File: src/rtl/fproc_meas_sched_if.sv
// rtl/fproc_meas_sched_if.sv - measurement/core request bus for fproc_meas_sched
// master drives measurements and core requests; slave (the scheduler) returns responses.
interface fproc_meas_sched_if #(
  parameter int N_CORES = 5,
  parameter int N_MEAS  = N_CORES,
  parameter int ID_W    = 8
);
  logic [N_MEAS-1:0]       meas;
  logic [N_MEAS-1:0]       meas_valid;
  logic [N_CORES-1:0]      core_enable;
  logic [N_CORES*ID_W-1:0] core_id;
  logic [N_CORES-1:0]      core_ready;
  logic [N_CORES-1:0]      core_data;
  logic [N_CORES-1:0]      core_err;

  modport master (
    output meas, meas_valid, core_enable, core_id,
    input  core_ready, core_data, core_err
  );

  modport slave (
    input  meas, meas_valid, core_enable, core_id,
    output core_ready, core_data, core_err
  );
endinterface

File: src/rtl/fproc_meas_sched.sv
// rtl/fproc_meas_sched.sv - round-robin scheduler returning measurement bits to requesting cores
// FPROC_MEAS_WAIT_FRESH_EN: when defined, a request waits (bounded by TIMEOUT) for a strobe newer than itself.
module fproc_meas_sched #(
  parameter int N_CORES = 5,
  parameter int N_MEAS  = N_CORES,
  parameter int ID_W    = 8,
  parameter int TIMEOUT = 1024
) (
  input  logic                clk,
  input  logic                reset,
  fproc_meas_sched_if.slave   bus
);
  localparam int GW = (N_CORES > 1) ? $clog2(N_CORES) : 1;

  typedef enum logic [1:0] {IDLE, READ, WAIT, RESP} state_t;

  state_t               state_q, state_d;
  logic [N_CORES-1:0]   pending_q, pending_d;
  logic [ID_W-1:0]      id_q [N_CORES];
  logic [ID_W-1:0]      id_d [N_CORES];
  logic [N_MEAS-1:0]    meas_reg_q, meas_reg_d;
  logic [GW-1:0]        last_grant_q, last_grant_d;
  logic [GW-1:0]        grant_q, grant_d;
  logic                 res_data_q, res_data_d;
  logic                 res_err_q, res_err_d;
  logic [N_CORES-1:0]   ready_q, ready_d;
  logic [N_CORES-1:0]   data_q, data_d;
  logic [N_CORES-1:0]   err_q, err_d;
`ifdef FPROC_MEAS_WAIT_FRESH_EN
  localparam int CW = (TIMEOUT > 2) ? $clog2(TIMEOUT) : 1;
  logic [N_CORES-1:0]   seen_q, seen_d;
  logic [CW-1:0]        cnt_q, cnt_d;
`endif

  logic [ID_W-1:0]      g_id;
  logic                 g_in_range;
  logic                 g_meas;
  logic                 found;
  logic [GW-1:0]        cand;

  // Channel lookup for the granted core; out-of-range ids read as 0.
  always_comb begin
    g_id       = id_q[grant_q];
    g_in_range = (g_id < ID_W'(N_MEAS));
    g_meas     = 1'b0;
    for (int m = 0; m < N_MEAS; m++) begin
      if (g_id == ID_W'(m)) g_meas = meas_reg_q[m];
    end
  end

  always_comb begin
    state_d      = state_q;
    pending_d    = pending_q;
    id_d         = id_q;
    meas_reg_d   = meas_reg_q;
    last_grant_d = last_grant_q;
    grant_d      = grant_q;
    res_data_d   = res_data_q;
    res_err_d    = res_err_q;
    ready_d      = '0;
    data_d       = '0;
    err_d        = '0;
    found        = 1'b0;
    cand         = '0;
`ifdef FPROC_MEAS_WAIT_FRESH_EN
    seen_d       = seen_q;
    cnt_d        = cnt_q;
`endif

    for (int m = 0; m < N_MEAS; m++) begin
      if (bus.meas_valid[m]) meas_reg_d[m] = bus.meas[m];
    end

    for (int c = 0; c < N_CORES; c++) begin
`ifdef FPROC_MEAS_WAIT_FRESH_EN
      for (int m = 0; m < N_MEAS; m++) begin
        if (pending_q[c] && id_q[c] == ID_W'(m) && bus.meas_valid[m]) seen_d[c] = 1'b1;
      end
`endif
      if (bus.core_enable[c] && !pending_q[c]) begin
        pending_d[c] = 1'b1;
        id_d[c]      = bus.core_id[c*ID_W +: ID_W];
`ifdef FPROC_MEAS_WAIT_FRESH_EN
        seen_d[c]    = 1'b0;
`endif
      end
    end

    case (state_q)
      IDLE: begin
        for (int k = 1; k <= N_CORES; k++) begin
          cand = GW'((int'(last_grant_q) + k) % N_CORES);
          if (!found && pending_q[cand]) begin
            found   = 1'b1;
            grant_d = cand;
          end
        end
        if (found) state_d = READ;
      end
      READ: begin
        if (!g_in_range) begin
          res_err_d  = 1'b1;
          res_data_d = 1'b0;
          state_d    = RESP;
        end else begin
`ifdef FPROC_MEAS_WAIT_FRESH_EN
          if (seen_q[grant_q]) begin
            res_err_d  = 1'b0;
            res_data_d = g_meas;
            state_d    = RESP;
          end else begin
            cnt_d   = '0;
            state_d = WAIT;
          end
`else
          res_err_d  = 1'b0;
          res_data_d = g_meas;
          state_d    = RESP;
`endif
        end
      end
`ifdef FPROC_MEAS_WAIT_FRESH_EN
      WAIT: begin
        // A strobe landing in the timeout cycle still counts as a good result.
        if (seen_q[grant_q]) begin
          res_err_d  = 1'b0;
          res_data_d = g_meas;
          state_d    = RESP;
        end else if (cnt_q == CW'(TIMEOUT - 1)) begin
          res_err_d  = 1'b1;
          res_data_d = g_meas;
          state_d    = RESP;
        end else begin
          cnt_d = cnt_q + 1'b1;
        end
      end
`endif
      RESP: begin
        ready_d[grant_q]   = 1'b1;
        data_d[grant_q]    = res_data_q;
        err_d[grant_q]     = res_err_q;
        pending_d[grant_q] = 1'b0;
        last_grant_d       = grant_q;
        state_d            = IDLE;
      end
      default: state_d = IDLE;
    endcase
  end

  always_ff @(posedge clk or negedge reset) begin
    if (!reset) begin
      state_q      <= IDLE;
      pending_q    <= '0;
      id_q         <= '{default: '0};
      meas_reg_q   <= '0;
      last_grant_q <= GW'(N_CORES - 1);
      grant_q      <= '0;
      res_data_q   <= 1'b0;
      res_err_q    <= 1'b0;
      ready_q      <= '0;
      data_q       <= '0;
      err_q        <= '0;
`ifdef FPROC_MEAS_WAIT_FRESH_EN
      seen_q       <= '0;
      cnt_q        <= '0;
`endif
    end else begin
      state_q      <= state_d;
      pending_q    <= pending_d;
      id_q         <= id_d;
      meas_reg_q   <= meas_reg_d;
      last_grant_q <= last_grant_d;
      grant_q      <= grant_d;
      res_data_q   <= res_data_d;
      res_err_q    <= res_err_d;
      ready_q      <= ready_d;
      data_q       <= data_d;
      err_q        <= err_d;
`ifdef FPROC_MEAS_WAIT_FRESH_EN
      seen_q       <= seen_d;
      cnt_q        <= cnt_d;
`endif
    end
  end

  assign bus.core_ready = ready_q;
  assign bus.core_data  = data_q;
  assign bus.core_err   = err_q;
endmodule

File: src/flat_wrapper.sv
// flat-port wrapper written by rule: the top's interface ports become plain ports
module fproc_meas_sched_flat 
#(
  parameter int N_CORES = 5,
  parameter int N_MEAS  = N_CORES,
  parameter int ID_W    = 8,
  parameter int TIMEOUT = 1024
)
  (clk, reset, bus_meas, bus_meas_valid, bus_core_enable, bus_core_id, bus_core_ready, bus_core_data, bus_core_err);
  fproc_meas_sched_if #(.N_CORES(N_CORES), .N_MEAS(N_MEAS), .ID_W(ID_W)) bus_i ();
  input  logic clk;
  input  logic reset;
  input wire logic [$bits(bus_i.meas)-1:0] bus_meas;
  input wire logic [$bits(bus_i.meas_valid)-1:0] bus_meas_valid;
  input wire logic [$bits(bus_i.core_enable)-1:0] bus_core_enable;
  input wire logic [$bits(bus_i.core_id)-1:0] bus_core_id;
  output wire logic [$bits(bus_i.core_ready)-1:0] bus_core_ready;
  output wire logic [$bits(bus_i.core_data)-1:0] bus_core_data;
  output wire logic [$bits(bus_i.core_err)-1:0] bus_core_err;
  assign bus_i.meas = bus_meas;
  assign bus_i.meas_valid = bus_meas_valid;
  assign bus_i.core_enable = bus_core_enable;
  assign bus_i.core_id = bus_core_id;
  assign bus_core_ready = bus_i.core_ready;
  assign bus_core_data = bus_i.core_data;
  assign bus_core_err = bus_i.core_err;
  fproc_meas_sched #(.N_CORES(N_CORES), .N_MEAS(N_MEAS), .ID_W(ID_W), .TIMEOUT(TIMEOUT)) u_core (.clk(clk), .reset(reset), .bus(bus_i));
endmodule
File: config.mk
export PLATFORM = sky130hd
export DESIGN_NAME = fproc_meas_sched_flat
export DESIGN_NICKNAME = d
export VERILOG_FILES = /design/src/rtl/fproc_meas_sched_if.sv /design/src/rtl/fproc_meas_sched.sv /design/src/flat_wrapper.sv
export SDC_FILE = /design/constraint.sdc
export NUM_CORES = 1
export LEC_CHECK = 0
export CAP_MARGIN = 20
export CORE_ASPECT_RATIO = 0.6
export CORE_MARGIN = 2
export CORE_UTILIZATION = 45
export DETAILED_ROUTE_END_ITERATION = 7
export GPL_TIMING_DRIVEN = 0
export PLACE_DENSITY = 0.68
export RECOVER_POWER = 25
export SYNTH_ARGS = -nofsm -noshare
export SYNTH_HDL_FRONTEND = slang
export SYNTH_SLANG_ARGS = --single-unit
File: constraint.sdc
create_clock -name clk -period 5.1 [get_ports clk]
set_clock_uncertainty 0.05 [all_clocks]
set_input_delay 0.51 -clock clk [delete_from_list [all_inputs] [get_ports clk]]
set_output_delay 0.51 -clock clk [all_outputs]
set_load 0.02 [all_outputs]
==> impl_results.md, run 1 <==
- Commonest non-fill, non-tap cells in the layout: dfrtp_1, clkdlybuf4s50_1, mux2_2, nor2_1, nand2_1
- Syn_area_per_cell: 10.11 sq um
- H-tree levels: 3
- Clock Tree Buf Depth: 2
- CP Buf/Inv Count: 5
- Hold Crit Class: in2async
- WL per Instance: between 15 and 20 um
- Root buf cell: clkbuf_16
- Critical path peak fanout: 12
- Leakage: about 2.6 nW
- DRT Pass-1 Iters: 5
- PnR worst setup slack: approximately 0.25 ns
- Area Growth Syn to Fin: 25.18%
- Worst Max-Slew Pin Slew: between 1 and 1.5 ns
- CTS tree: yes
- Async set or reset register ratio after synthesis: 100.0%
- Placer Congestion: approximately 0.93
- Reg2Reg Setup Slack: about 0.25 ns
- WS Path Type: reg2reg
- Peak supply drop: approximately 0.00030 V
- Pwr/cell area: just under 800 nW/um^2
- CP max-delay cell: dfrtp_2
- 1st-iter DRT viols: between 300 and 400
- Commonest non-fill, non-tap cell in the layout: dfrtp_1
- Remaining DRCs: 0
- Core area: 10700 sq um
- Clk_lat worst skew: about 0.33 ns
- Layout cells sized above 1: between 10% and 20%
- Total wire length: ~14 mm
- Post-synth EDFFs: 0
- Register area share after synthesis: 37.46%
- R2R depth: 16
- Starting Density: a little under half
- Synth Net Count: just under 600
- DPL Wire Length: roughly 10 mm
- Final period util: between 90 and 100%
- Outcome: finished clean
- Post-synth top area share: about 37%
- Antenna violations before repair: 0
- Filler Cell Count: 902
- CP Launch Type: flop
- Yosys warning total: 0
- Total gr overflow: 0
- Slew margin rel.: between 20% and 30%
- Reg-to-Reg Start: u_core.last_grant_q[0]
- Dpl ws: about 0.0084 ns
- Main synth FF type: dfrtp_1
- Die Wd: 140.3 um
- Die Height: between 80 and 90 um
- Crit-path cells: clkbuf_4 > inv_2 > ha_2 > buf_2 > buf_2 > nand2_1 > ha_1 > nor2b_1 > mux2_4 > nor4_2 > or3_4 > o32ai_2 > buf_4 > nor4_4 > a2111oi_0 > o211ai_1
- Final hold violations: 0
- Count of final setup violators: 0
- PortBufs: ~70
- CTS Sinks: 75
- Vias per cell: 5.916
- Worst Setup End Kind: flop
- #FFs+latches synth: 75
- Inserted Diodes: 0
- Largest cells by area after synthesis: dfrtp_1, mux2_2, ha_1, mux2i_1, nor2_1
- Reg2Reg Capture Point: u_core.grant_q[2]
- Post-route ant nets: 0
- Vias in the first global route: around 4000
- DR vias: between 4000 and 5000
- Arr. time, crit path: around 5 ns
- Share of the core filled with cells: between 50% and 60%
- Hold WS: around 0.22 ns
- Post-Layout Cell Count: around 730
- Critical path's top delay family: buffers and inverters
- Pins Over Slew Limit: 0
- First-pass GRT wire length: between 20 and 25 mm
- Crit path time final: 4.847 ns
- Max Cap Viol: 0
- Fin Setup TNS: 0 ns
- CP most frequent cell: buf_2
- Global Route Usage Sum: between 20 and 25%
- Die area: approximately 12000 sq um
- # rows: 29
- Fmax: 0.2063 GHz
- Number of buffers created by CTS: 9
- Largest area contributor in the netlist: dfrtp_1
- Largest net degree at the start of global routing: 76
- Cells after DPL: around 710
- Hold_buf cts: 0
- Biggest cell delay along the critical path: 0.52 ns
- Critical Path RT: approximately 5.2 ns
- Yosys cell types: 77
- I/O pin cnt: slightly above 70
- Clock transition at path regs: approximately 0.06 ns
- Syn Inst Count: 496
- Area of the mapped netlist: 5014 sq um
- Final net count: 662
how the worst max path moves through the flow:
| stage | start | slack [ns] | depth (start not counted) | end |
|---|---|---|---|---|
| 3_5_place_dp | u_core.last_grant_q[0] | 0.008 | 17 | u_core.grant_q[1] |
| 6_report | u_core.last_grant_q[0] | 0.25 | 16 | u_core.grant_q[2] |
| 3_3_place_gp | u_core.last_grant_q[0] | 0.14 | 15 | u_core.grant_q[2] |
| 2_1_floorplan | u_core.last_grant_q[2] | 0.97 | 17 | u_core.grant_q[1] |
| 4_1_cts | u_core.last_grant_q[0] | 0.01 | 17 | u_core.grant_q[1] |
| 5_1_grt | u_core.last_grant_q[0] | -0.02 | 16 | u_core.grant_q[1] |
metrics by stage:
stage / cell area (sq um) / total power [mW]
final: 6276 / 4.983
after global routing: 6276 / 5.331
after CTS: 6236 / 4.821
after detailed placement: 5923 / 4.127
after global placement: 5898 / 3.997
after floorplan: 5014 / 3.350
where the power goes:
| group | switching, mW | internal, mW | leakage [nW] | total (mW) |
|---|---|---|---|---|
| Clock | 0.236 | 0.404 | 0.153 | 0.641 |
| Sequential | 0.163 | 0.831 | 0.909 | 0.995 |
| Combinational | 1.94 | 1.40 | 1.51 | 3.35 |
| Total | 2.34 | 2.64 | 2.57 | 4.98 |
logic make-up after synthesis:
kind of cell	Yosys count	synth area share, %
mux	76	17.32
buf+inv	47	4.117
xor+xnor	11	2.446
flops	75	37.46
fa+ha+maj	24	5.990
compound gates	111	16.45
simple gates	152	16.22
layer usage:
| layer | share of wire [%] | GRT usage, % | up-vias | wire [um] |
|---|---|---|---|---|
| met5 | 0 | 0 | - | 0 |
| met4 | 0.72 | 4.316 | 0 | 98 |
| met3 | 8.3 | 5.025 | 15 | 1119 |
| met2 | 39 | 29.41 | 186 | 5222 |
| met1 | 53 | 38.06 | 2082 | 7122 |
| li1 | - | - | 2006 | - |
state kept, by name (all words and copies together), names as in the netlist:
| signal | cells |
|---|---|
| u_core.id_q | 40 |
| u_core.bus.core_data | 5 |
| u_core.bus.core_err | 5 |
| u_core.bus.core_ready | 5 |
| u_core.meas_reg_q | 5 |
| u_core.pending_q | 5 |
| u_core.grant_q | 3 |
| u_core.last_grant_q | 3 |
| u_core.state_q | 2 |
| u_core.res_data_q | 1 |
| u_core.res_err_q | 1 |
area by class of cell:
class	count	area [sq um]	share of cell area (%)
Buffer	26	130.1	2.073
Clock buffer	12	256.5	4.087
Clock inverter	4	48.80	0.7775
Inverter	21	82.58	1.316
Multi-Input combinational cell	374	2957	47.11
Sequential cell	75	1881	29.96
Tap cell	139	173.9	2.771
Timing Repair Buffer	74	747.0	11.90
Yosys cell counts (3+ instances only):
cell	instances
a211o_1	3
nand3_1	7
o21ai_0	19
nand2b_1	7
mux4_2	3
a211oi_1	9
mux2i_1	20
ha_1	24
clkbuf_1	15
nor2_1	39
nor3_1	14
nor4_1	9
o211ai_1	9
inv_2	4
mux2_2	52
buf_2	6
xnor2_1	9
nor2b_1	12
a21o_1	3
nand2_1	27
a21oi_1	16
dfrtp_1	74
o211a_1	3
o22ai_1	6
o21a_1	3
a2111oi_0	4
and2_1	8
inv_1	15
a31oi_1	5
or4_1	4
worst reg2reg max path: stages (launching register included):
cell and delay, ns:
dfrtp_2 0.52, clkbuf_4 0.31, inv_2 0.18, ha_2 0.47
buf_2 0.26, buf_2 0.27, nand2_1 0.09, ha_1 0.31
nor2b_1 0.26, mux2_4 0.21, nor4_2 0.04, or3_4 0.41
o32ai_2 0.50, buf_4 0.21, nor4_4 0.05, a2111oi_0 0.39
o211ai_1 0.17
timing repair:
item | in CTS | in global routing
setup buffers | 1 | 1
gates resized for setup | 0 | 10
endpoints found under the setup margin | 1 | 4
pin swaps | 1 | 1
No activity file was read; power rests on OpenSTA's default activity.
==> inputs of run 2 (changes only) <==
--- a/config.mk
+++ b/config.mk
@@ -11,7 +11,7 @@
 export CORE_UTILIZATION = 45
 export DETAILED_ROUTE_END_ITERATION = 7
 export GPL_TIMING_DRIVEN = 0
-export PLACE_DENSITY = 0.68
+export PLACE_DENSITY = 0.8
 export RECOVER_POWER = 25
 export SYNTH_ARGS = -nofsm -noshare
 export SYNTH_HDL_FRONTEND = slang
==> impl_results.md, run 2 (synthesized netlist as in run 1, its figures left out) <==
- Commonest non-fill, non-tap cell in the layout: dfrtp_1
- Design Power: 4.921 mW (-1.2%)
- Critical path peak fanout: 12 (unchanged)
- Post-Layout Cell Count: 723 (-0.28%)
- Share of the core filled with cells: 58.11% (-0.53 points)
- Layout cells sized above 1: 19.18% (-0.62 points)
- Inserted Diodes: 0 (unchanged)
- Cells after DPL: 706 (-0.14%)
- WS Path Type: reg2reg
- H-tree levels: 3 (unchanged)
- Arr. time, crit path: 5.04 ns (+0.06 ns)
- CP most frequent cell: buf_2
- CTS tree: yes
- Remaining DRCs: 0 (unchanged)
- Final period util: 96.13% (+1.1 points)
- GR peak layer: met2
- Worst Max-Slew Pin Slew: 3.835 ns (+2.748 ns)
- Root buf cell: clkbuf_16
- Die area: 12030 sq um (unchanged)
- Crit path time final: 4.903 ns (+0.05582 ns)
- Filler Cell Count: 878 (-2.7%)
- Final instance area: 6220 sq um (-0.90%)
- Clk_lat worst skew: 0.34 ns (about the same)
- First-pass GRT wire length: 21.65 mm (+1.7%)
- Failing checks: max-capacitance violations, max-slew violations
- Met1 Usage GRT: 33.04% (-5.0 points)
- WL per Instance: 18.92 um (+1.1%)
- PortBufs: 71 (unchanged)
- Hold Crit Class: reg2reg
- Peak supply drop: 0.0002934 V (-1.6%)
- Outcome: finished with violations
- Fmax: 0.2040 GHz (-1.1%)
- Area Growth Syn to Fin: 24.06%
- Worst Setup End Kind: flop
- Critical Path RT: 5.24 ns (about the same)
- Most flops, register: u_core.id_q
- CTS Sinks: 75 (unchanged)
- CP max-delay cell: a2111oi_0
- I/O pin cnt: 72 (unchanged)
- Count of final setup violators: 0 (unchanged)
- Pins Over Slew Limit: 76 (+76)
- # rows: 29 (unchanged)
- Vias per cell: 6.082 (+2.8%)
- Max Cap Viol: 1 (+1)
- Met2 GRT Util: 34.14% (+4.7 points)
- RSZ-0062 raised after global routing: yes
- Starting Density: 46.84% (unchanged)
- Global Route Usage Sum: 22.97% (+0.19 points)
- Die Height: 85.76 um (unchanged)
- Largest net degree at the start of global routing: 76 (unchanged)
- 1st-iter DRT viols: 475 (+32%)
- Vias in the first global route: 4252 (+8.9%)
- Clock Tree Buf Depth: 2 (unchanged)
- Number of buffers created by CTS: 9 (unchanged)
- Crit-path cells: clkbuf_4 > inv_2 > ha_2 > buf_2 > buf_2 > nand2_1 > ha_1 > nor2b_1 > nand4_1 > a211oi_1 > a2111oi_1 > o32ai_2 > nor4_2 > a2111oi_0 > o211ai_1
- Met3 Usage GRT: 6.812% (+1.8 points)
- Total wire length: 13.68 mm (+0.85%)
- Hold WS: 0.4378 ns (+0.2164 ns)
- CP Launch Type: flop
- Biggest cell delay along the critical path: 0.57 ns (+0.05 ns)
- Post-route ant nets: 0 (unchanged)
- Slew margin rel.: -155.6% (-180 points)
- Final hold violations: 0 (unchanged)
- DRT Pass-1 Iters: 5 (unchanged)
- Post-DP Area: 5896 sq um (-0.46%)
- Final net count: 660 (-0.30%)
- Leakage: 2.543 nW (-1.2%)
- Clock transition at path regs: 0.06 ns (about the same)
- Largest register FFs: 40 (unchanged)
- Placer Congestion: 0.9389 (+1.3%)
- Multi-input logic area: 2948 sq um (-0.30%)
- Antenna violations before repair: 0 (unchanged)
- Register area: 1881 sq um (unchanged)
- Pwr/cell area: 791.2 nW/um^2 (-0.34%)
- DPL Wire Length: 10.23 mm (-1.1%)
- Die Wd: 140.3 um (unchanged)
- Core area: 10700 sq um (unchanged)
- DR vias: 4397 (+2.5%)
- Commonest non-fill, non-tap cells in the layout: dfrtp_1, clkdlybuf4s50_1, mux2_2, nor2_1, nand2_1
- Total gr overflow: 0 (unchanged)
==> run 2: cell type report <==
type / count / area share [%]
Sequential cell: 75 / 30.24
Tap cell: 139 / 2.796
Buffer: 26 / 2.092
Clock buffer: 11 / 3.742
Timing Repair Buffer: 72 / 11.45
Multi-Input combinational cell: 374 / 47.39
Clock inverter: 5 / 1.026
Inverter: 21 / 1.267
==> run 2: repair_timing <==
action	CTS	global route
endpoints found under the setup margin	0	4
buffers inserted	0	1
gates resized for setup	0	8
hold buffers	0	0
==> run 2: stage by stage <==
stage                     setup slack (ns)  setup TNS, ns
final                               0.1972              0
after global routing             -0.007320      -0.007320
after CTS                          0.02801              0
after detailed placement            0.1114              0
after global placement              0.2383              0
after floorplan                     0.9674              0
==> run 2: worst paths after layout <==
kind	from	endpoint	slack, ns	cells past startpoint
max	u_core.last_grant_q[0]	u_core.grant_q[2]	0.20	15
min	u_core.res_data_q	u_core.bus.core_data[0]	0.44	1
min reg2reg	u_core.res_data_q	u_core.bus.core_data[0]	0.44	1
max in group asynchronous	reset	u_core.last_grant_q[1]	1.10	1
max reg2reg	u_core.last_grant_q[0]	u_core.grant_q[2]	0.20	15
min in group asynchronous	reset	u_core.meas_reg_q[1]	1.45	1
==> run 2: power breakdown <==
group | leakage, nW | switching (mW) | internal, mW
Sequential | 0.909 | 0.167 | 0.832
Combinational | 1.49 | 1.93 | 1.37
Clock | 0.140 | 0.244 | 0.381
==> run 2: per-layer routing <==
layer	part of all wire (%)	vias up
met5	0	-
met4	1.3	0
met3	9.6	29
met2	43	220
met1	46	2151
li1	-	1997
==> run 2: critical path: cells and delay by family (launching register included) <==
| kind | cells | cell delay [ns] |
|---|---|---|
| AO/OA/AOI/OAI | 5 | 1.72 |
| buffers and inverters | 4 | 0.98 |
| adder cells (fa/ha/maj) | 2 | 0.77 |
| AND/OR/NAND/NOR | 4 | 0.74 |
| flip-flops | 1 | 0.50 |
